## config.mk

```make
export PLATFORM = sky130hd
export DESIGN_NAME = regfile_sb
export DESIGN_NICKNAME = d
export VERILOG_FILES = /design/src/rtl/regfile_sb.sv
export SDC_FILE = /design/constraint.sdc
export NUM_CORES = 2
export LEC_CHECK = 0
export BUFFER_PORTS_ARGS = -buffer_cell sky130_fd_sc_hd__buf_2
export CAP_MARGIN = 15
export CORE_MARGIN = 2
export CORE_UTILIZATION = 55
export CTS_BUF_LIST = sky130_fd_sc_hd__clkbuf_2 sky130_fd_sc_hd__clkbuf_4 sky130_fd_sc_hd__clkbuf_8
export CTS_CLUSTER_SIZE = 28
export DETAILED_ROUTE_END_ITERATION = 8
export HOLD_SLACK_MARGIN = 0.02
export PLACE_DENSITY = 0.77
export SLEW_MARGIN = 10
export SYNTH_ARGS = -nofsm -noshare
export SYNTH_HDL_FRONTEND = slang
export SYNTH_SLANG_ARGS = --single-unit
export TNS_END_PERCENT = 100
```

## constraint.sdc

```tcl
create_clock -name clk -period 15.6 [get_ports clk]
set_clock_uncertainty 0.05 [all_clocks]
set_input_delay 1.56 -clock clk [delete_from_list [all_inputs] [get_ports clk]]
set_output_delay 1.56 -clock clk [all_outputs]
set_load 0.01 [all_outputs]
```

## src/rtl/regfile_sb.sv

```systemverilog
// regfile_sb: decode-stage register file with XZR, write-to-read bypass,
// sequenced hardware clear after reset and a per-register busy scoreboard.
//
// Ports:
//   clk, reset            single clock, synchronous active-high reset
//   ready                 clear sequence finished, ports live
//   rd_en                 capture a read on both ports this cycle
//   rd_addr1/2            read indices
//   rd_data1/2            registered read data (1-cycle latency)
//   rd_busy1/2            registered scoreboard bit for each read index
//   wr_en/wr_addr/wr_data writeback port; clears the busy bit of wr_addr
//   rsv_en/rsv_addr       reserve a destination (sets its busy bit)
//   busy_count            registered popcount of the busy vector
module regfile_sb #(
    parameter int unsigned WIDTH     = 64,
    parameter int unsigned ADDR_BITS = 5,
    parameter bit          ZERO_REG  = 1'b1
) (
    input  logic                 clk,
    input  logic                 reset,
    output logic                 ready,
    input  logic                 rd_en,
    input  logic [ADDR_BITS-1:0] rd_addr1,
    input  logic [ADDR_BITS-1:0] rd_addr2,
    output logic [WIDTH-1:0]     rd_data1,
    output logic [WIDTH-1:0]     rd_data2,
    output logic                 rd_busy1,
    output logic                 rd_busy2,
    input  logic                 wr_en,
    input  logic [ADDR_BITS-1:0] wr_addr,
    input  logic [WIDTH-1:0]     wr_data,
    input  logic                 rsv_en,
    input  logic [ADDR_BITS-1:0] rsv_addr,
    output logic [ADDR_BITS:0]   busy_count
);

    localparam int unsigned DEPTH = 2 ** ADDR_BITS;
    // DEPTH-1 is the all-ones index.
    localparam logic [ADDR_BITS-1:0] XZR_IDX = '1;

    typedef enum logic {CLEAR, RUN} state_t;

    state_t                 state, state_nx;
    logic [ADDR_BITS-1:0]   clr_cnt;
    logic [WIDTH-1:0]       mem [DEPTH];
    logic [DEPTH-1:0]       busy, busy_nx;
    logic [ADDR_BITS:0]     busy_cnt_nx;
    logic [WIDTH-1:0]       rd_val1, rd_val2;
    logic                   bsy_val1, bsy_val2;
    logic                   wr_xzr, rsv_xzr;
    logic                   hit1, hit2;

    function automatic logic is_xzr(input logic [ADDR_BITS-1:0] a);
        return ZERO_REG && (a == XZR_IDX);
    endfunction

    // State register
    always_ff @(posedge clk) begin
        if (reset) state <= CLEAR;
        else       state <= state_nx;
    end

    // Next state: leave CLEAR after the edge that zeroes the last entry
    always_comb begin
        state_nx = state;
        case (state)
            CLEAR:   if (clr_cnt == XZR_IDX) state_nx = RUN;
            RUN:     state_nx = RUN;
            default: state_nx = CLEAR;
        endcase
    end

    assign ready = (state == RUN);

    always_comb begin
        wr_xzr  = is_xzr(wr_addr);
        rsv_xzr = is_xzr(rsv_addr);
        hit1    = wr_en && (wr_addr == rd_addr1);
        hit2    = wr_en && (wr_addr == rd_addr2);

        rd_val1 = is_xzr(rd_addr1) ? '0 : (hit1 ? wr_data : mem[rd_addr1]);
        rd_val2 = is_xzr(rd_addr2) ? '0 : (hit2 ? wr_data : mem[rd_addr2]);
        // A same-cycle reservation is deliberately not forwarded.
        bsy_val1 = busy[rd_addr1] & ~hit1;
        bsy_val2 = busy[rd_addr2] & ~hit2;

        // Retire first, then reserve: a same-index reserve wins.
        busy_nx = busy;
        if (wr_en && !wr_xzr)   busy_nx[wr_addr]  = 1'b0;
        if (rsv_en && !rsv_xzr) busy_nx[rsv_addr] = 1'b1;

        busy_cnt_nx = '0;
        for (int unsigned i = 0; i < DEPTH; i++)
            busy_cnt_nx = busy_cnt_nx + (ADDR_BITS+1)'(busy_nx[i]);
    end

    // Storage array: zeroed by the clear sequence, no reset of its own
    always_ff @(posedge clk) begin
        if (!reset) begin
            if (state == CLEAR)
                mem[clr_cnt] <= '0;
            else if (wr_en && !wr_xzr)
                mem[wr_addr] <= wr_data;
        end
    end

    // Clear counter, scoreboard and registered outputs
    always_ff @(posedge clk) begin
        if (reset) begin
            clr_cnt    <= '0;
            busy       <= '0;
            busy_count <= '0;
            rd_data1   <= '0;
            rd_data2   <= '0;
            rd_busy1   <= 1'b0;
            rd_busy2   <= 1'b0;
        end else if (state == CLEAR) begin
            clr_cnt <= clr_cnt + 1'b1;
        end else begin
            busy       <= busy_nx;
            busy_count <= busy_cnt_nx;
            if (rd_en) begin
                rd_data1 <= rd_val1;
                rd_data2 <= rd_val2;
                rd_busy1 <= bsy_val1;
                rd_busy2 <= bsy_val2;
            end
        end
    end

endmodule
```

* Word-level counts from Yosys, hierarchy flattened
Memory sizes are Yosys's and may differ from the RTL's.
Cells that the tools add are included.
** Cells by class
- Add/sub/neg operators :: 32
- Multipliers :: 0
- Div/mod/pow operators :: 0
- Order comparisons :: 6
- Equal/unequal tests :: 7
- Shifts and indexed selects :: 0
- Multiplexer cells :: 26
- Bitwise operators :: 8
- Reductions and logical operators :: 10
** Operator list (number)
- 64-bit two-way mux :: 5
- 6-bit by 1-bit adder with 6-bit output :: 26
- 32-bit two-way mux :: 2
- 64-bit OR reduction :: 1
- 32-bit bitwise AND :: 1
- 32-bit NOT :: 1
- 32-bit OR :: 1
- 5-bit equality test (second input constant) :: 5
- 5-bit by 6-bit < comparator with 1-bit output (second input constant) :: 4
- 1-bit two-way mux :: 13
- 1-bit binary-select mux with 5-bit select :: 2
- 1-bit demux with 5-bit select :: 2
- 5-bit equality test :: 2
- 5-bit by 1-bit >= comparator with 1-bit output (second input constant) :: 2
- 5-bit by 1-bit adder with 6-bit output :: 1
- 1-bit logical AND :: 6
- 4-bit by 1-bit adder with 5-bit output :: 1
- 5-bit by 1-bit adder with 5-bit output (second input constant) :: 1
- 5-bit two-way mux :: 1
- 3-bit by 1-bit adder with 4-bit output :: 1
- 2-bit by 1-bit adder with 3-bit output :: 1
- 1-bit NOT :: 3
- 1-bit by 1-bit adder with 2-bit output :: 1
- 1-bit bitwise AND :: 2
- other kinds (3) :: 4
** Word-level totals
- Flip-flop bits (word level) :: 174
- Bits in latches :: 0
- Memory bits (writable) :: 2048
- ROM bits :: 0
- Output and inout port bits :: 137
- Memories :: 1
** Memory list
- mem :: depth 32, width 64, read ports 2, clocked after Yosys merged registers in 0, wr ports 1, RTL line 45 : logic [WIDTH-1:0] mem [DEPTH];

* Logic depth before layout (Yosys ltp)
- Depth in word-level cells :: 40
- Depth in mapped cells :: 23
- Mapped depth without buffers :: 21

* Worst setup path after synthesis
OpenSTA, ideal clock, no wires.
- Path type :: input to register
- From :: input wr_addr[2]
- To :: register busy_count[4]
- Setup time :: 0.070 ns
- Arrival :: 6.808 ns
- Required time :: 15.480 ns
- Slack :: 8.672 ns
- Stages :: 21
- Path buffers :: 1
- Cell sequence :: clkbuf_1 -> nor3b_1 -> nand2_1 -> a22oi_1 -> inv_1 -> fa_1 -> inv_1 -> fa_1 -> fa_1 -> inv_1 -> fa_1 -> fa_1 -> fa_1 -> ha_1 -> inv_1 -> fa_1 -> nor2b_1 -> o21a_1 -> nor3_1 -> nand3b_1 -> a21oi_1
** On the way
- Elaborated cells on any way between the ends :: 44
- Those cells by class :: 31 x add/sub; 2 x order compare; 1 x eq/ne; 4 x mux; 3 x bitwise; 3 x reduce/logical
** RTL lines
- start, declared :: RTL line 30 : input logic [ADDR_BITS-1:0] wr_addr,
- 5-bit by 6-bit < comparator with 1-bit output (not written as such) or 5-bit by 1-bit >= comparator with 1-bit output (tied branches) :: RTL line 89 : if (wr_en && !wr_xzr) busy_nx[wr_addr] = 1'b0;
- 1-bit logical AND (not written as such) :: RTL line 89
- 1-bit two-way mux (not written as such) :: RTL line 89
- 1-bit demux with 5-bit select :: RTL line 89
- 32-bit NOT (no line)
- 32-bit bitwise AND (no line)
- 32-bit two-way mux (*) :: RTL line 89
- 32-bit OR (no line)
- 32-bit two-way mux (*) :: RTL line 90 : if (rsv_en && !rsv_xzr) busy_nx[rsv_addr] = 1'b1;
- net busy_nx[5] :: RTL line 46 : logic [DEPTH-1:0] busy, busy_nx;
- 5-bit by 1-bit adder with 6-bit output (*) :: RTL line 94 : busy_cnt_nx = busy_cnt_nx + (ADDR_BITS+1)'(busy_nx[i]);
- 6-bit by 1-bit adder with 6-bit output (*) (26 in a row) :: RTL line 94
- end signal, assigned :: RTL line 121 : busy_count <= busy_cnt_nx;
- end, declared :: RTL line 34 : output logic [ADDR_BITS:0] busy_count
Mark *: on every way through the listed nets, which the timed path passes. The rest lies on a longest branch.
A chain may end at the register's enable or synchronous reset.

* Final worst setup path
- From :: input wr_addr[0]
- To :: register busy_count[4]
** On the way
- Longest elaborated chain between the ends :: 40
- Elaborated cells on any way between the ends :: 44
- Those cells by class :: 31 x add/sub; 2 x order compare; 1 x eq/ne; 4 x mux; 3 x bitwise; 3 x reduce/logical
** RTL lines (RTL line)
- 5-bit by 6-bit < comparator with 1-bit output (not written as such) or 5-bit by 1-bit >= comparator with 1-bit output (tied branches) :: 89
- 1-bit logical AND (not written as such) :: 89
- 1-bit two-way mux (not written as such) :: 89
- 1-bit demux with 5-bit select :: 89
- 32-bit NOT (no line)
- 32-bit bitwise AND (no line)
- 32-bit two-way mux (*) :: 89
- 32-bit OR (no line)
- 32-bit two-way mux (*) :: 90
- net busy_nx[0] :: 46
- 1-bit by 1-bit adder with 2-bit output (*) :: 94
- 2-bit by 1-bit adder with 3-bit output (*) :: 94
- 3-bit by 1-bit adder with 4-bit output (*) :: 94
- 4-bit by 1-bit adder with 5-bit output (*) :: 94
- 5-bit by 1-bit adder with 6-bit output (*) :: 94
- 6-bit by 1-bit adder with 6-bit output (*) (26 in a row) :: 94
Marks and branches as above.

==> key figures <==
Status
  – Status: completed

Synth
  – Synth Net Count: 5,708
  – Synth Warn #: 0
  – Compound-gate portion of the synthesized area: 7.44%
  – Adder-Cell Fraction of Synth Area: 0.581%
  – EDFF count, synth: 2,048
  – Xor and xnor fraction of the mapped netlist area: 0.120%
  – Post-synthesis sequential area ratio: 63.6%
  – Cells after Synth: around 5,600
  – Area contributors post-synth: edfxtp_1, mux4_2, mux2i_1
  – Post-synth top flop: edfxtp_1
  – Synth Area in Simple Gates: 2.17%
  – Post-synthesis cell type count: 57
  – Async set or reset register ratio after synthesis: 0%
  – Area leader, netlist: edfxtp_1
  – #FFs+latches synth: 2,222
  – Multiplexer area fraction after synthesis: 23.7%
  – Synth Area per Inst: around 18 um2
  – Mapped cell area: 0.102 mm2
  – Synth top area share: 60.2%
  – Largest family of logic cells by synthesized area: multiplexers

Drt
  – Drt wl/cell: 37.0 um
  – Pre-antenna DRT Iters: 6
  – Post-DRT Antenna Nets: 0
  – DRT Wirelength: 319,000 um
  – 1st-iter DRT viols: 10,200
  – Via count: around 64,000
  – DRC: 0
  – Drt via density: 7.40

Setup path
  – Critical path origin: wr_addr[0]
  – Crit-path max FO: 9
  – Critical Path RT: 16.53 ns
  – CP bufs+invs: 5
  – Cell mode on critical path: fa_1
  – Crit path max-delay cell type: nor2_1
  – Critical Path Start Type: input pin
  – Worst reg2reg startpoint: ready$_SDFF_PP0_
  – CP Cell Sequence: buf_2 > nand2b_1 > nor2_1 > nand2_1 > a32oi_1 > inv_1 > fa_1 > inv_1 > fa_1 > fa_1 > inv_1 > fa_1 > fa_1 > fa_1 > ha_1 > inv_1 > fa_1 > nor2b_1 > o21a_1 > nor3_1 > nand3b_1 > a21oi_1
  – Critical path endpoint category: flop
  – CP Class: input pin to flop
  – CP max stage delay: 0.58 ns
  – Crit path DAT: 7.41 ns
  – Worst path top cell family by delay: adder cells

Clock tree
  – Clk Latency, worst-skew pair: 1.10 ns
  – Root Driver: clkbuf_8
  – CTS H-tree lvls: 5
  – CTS sink cnt: 2,222
  – CTS Hold Buffers Added: 0
  – CTS tree: yes
  – CTS buffer count: approximately 370
  – Total setup buffers inserted after CTS: 0
  – Buffer levels on the longest clock path: 4
  – Cts repair resizes: 0
  – Clock-pin slew of the registers on the worst-case setup and hold paths: 0.06 ns

Die
  – Rows: 158
  – Die height: approximately 430 um
  – Chip width: 435 um
  – IO Count: 226
  – Initial core utilization: 55.2%
  – Die Footprint: roughly 0.19 mm2
  – Core area: 0.185 mm2

STA
  – Slew HR: between 10% and 20%
  – Period minus WS final: 6.48 ns
  – Worst hold slack: 0.425 ns
  – Final Max Slew Viols: 0
  – Endpoints failing setup: 0
  – Fin Setup TNS: 0 ns
  – Highest clock rate: roughly 0.15 GHz
  – Actual slew at the worst max-slew pin: 1.28 ns
  – Tcrit/Tclk final: between 40 and 50%
  – RSZ-0062 raised after global routing: no
  – Final Hold Viols: 0

Placed design
  – HPWL Detailed: roughly 170,000 um
  – Count of port buffers added during placement: 225
  – RD Place Congestion: 0.899

Worst hold path
  – Hold path startpoint: busy_count[1]$_SDFFE_PP0P_
  – Worst hold path type: flop to flop

Final layout
  – Most common cell after layout, fill and taps aside: edfxtp_1
  – Nets: between 5,000 and 6,000
  – Most frequent cells in the layout: edfxtp_1, mux4_2, mux2i_1
  – Layout area overhead: 11.0%
  – Share of layout cells above drive strength 1: 31.1%

Power
  – Flop pwr share: 51.5%
  – Net Sw Frac: 22.9%
  – Power share of the clock group: roughly 42%
  – Logic pwr share: 6.2%
  – Pint: 9.70 mW
  – Cell Pwr Density: between 100 and 150 mW/mm2
  – Worst vdd rail ir drop: 73.7 uV
  – Switching Power: 2.88 mW
  – Leak pwr: 34.4 nW
  – Final Power: 12.6 mW

GRT
  – Grt total ovfl: 0
  – Largest net degree at the start of global routing: between 100 and 150
  – First-pass GRT wire length: about 450,000 um
  – GRT Total Usage: 33.3%
  – Vias in the first global route: 64,000
  – Antenna violations before repair: 7

Flow run
  – Max-cap violations: 0
worst min-delay path, delay by kind of cell (launching register included):
kind | cells | cell delay (ns)
flip-flops | 1 | 0.30
AND/OR/NAND/NOR | 1 | 0.08
AO/OA/AOI/OAI | 1 | 0.04
flip-flops by register name (all words and copies together), names as in the netlist:
| name | count |
|---|---|
| rd_busy1 | 1 |
| busy | 32 |
| rd_data2 | 64 |
| mem | 2048 |
| clr_cnt | 5 |
| rd_busy2 | 1 |
| busy_count | 6 |
| ready | 1 |
| rd_data1 | 64 |
final cells by class:
class | instances | area, um2
tap | 2480 | 3100
clock inverter | 154 | 1300
fill | 12900 | 71700
timing repair buffer | 374 | 2450
sequential | 2222 | 65000
inverter | 42 | 158
multi-input combinational | 2843 | 35100
clock buffer | 492 | 6210
antenna | 7 | 17.5
synth_stat cells, drive strengths merged (26+ instances only):
master and n:
clkbuf 239, a21oi 78, o221ai 115, nor2 157, a22oi 147, nand2 111
and2 68, buf 240, mux4 835, nor2b 37, dfxtp 174, nand2b 26
a22o 83, o22ai 103, inv 42, edfxtp 2048, mux2i 529, o21ai 29
a221o 77, a2111oi 73, a211oi 167
stage by stage:
| step | worst slack, ns | cell area, um2 | instances | utilization [%] |
|---|---|---|---|---|
| 2_1_floorplan | 8.67 | 102000 | 5586 | - |
| 3_3_place_gp | 8.21 | 106000 | 7961 | 57.2 |
| 3_5_place_dp | 8.16 | 106000 | 7961 | 57.2 |
| 4_1_cts | 9.29 | 113000 | 8607 | 61.2 |
| 5_1_grt | 8.86 | 113000 | 8609 | 61.2 |
| 6_report | 9.12 | 113000 | 8614 | 61.2 |
cells by family (layout without fill, tap and decap cells):
logic type	after synthesis	in the layout
AOI/OAI and AO/OA	964	964
xor gates and xnor gates	14	14
adders and majority gates	33	33
buffers and inverters	521	1062
DFF	2222	2222
muxes	1373	1373
other	0	7
and+or+nand+nor	459	459
path summary, 6_finish.rpt:
kind / end / slack [ns] / cells after the start
hold / removal: busy_count[1]$_SDFFE_PP0P_ / 0.43 / 2
setup / recovery: busy_count[4]$_SDFFE_PP0P_ / 9.12 / 22
hold reg to reg: busy_count[1]$_SDFFE_PP0P_ / 0.43 / 2
setup reg to reg: mem[6][53]$_DFFE_PP_ / 10.03 / 8
power groups by stage:
stage	Combinational [mW]	Clock, mW	Sequential [mW]
after floorplan	0.521	0	6.59
after global placement	0.751	0	6.59
after CTS	0.759	5.33	6.47
after global routing	0.800	5.60	6.47
after detailed placement	0.757	0	6.60
final	0.776	5.33	6.47
routing by layer:
metal / track usage [%] / routed length (um) / vias to the layer above
li1: - / - / 24500
met1: 44.4 / 108000 / 32700
met2: 50.4 / 145000 / 5521
met3: 9.47 / 46600 / 1061
met4: 17.4 / 18700 / 4
met5: 0 / 22 / -
Power figures use the tool's default switching activity.
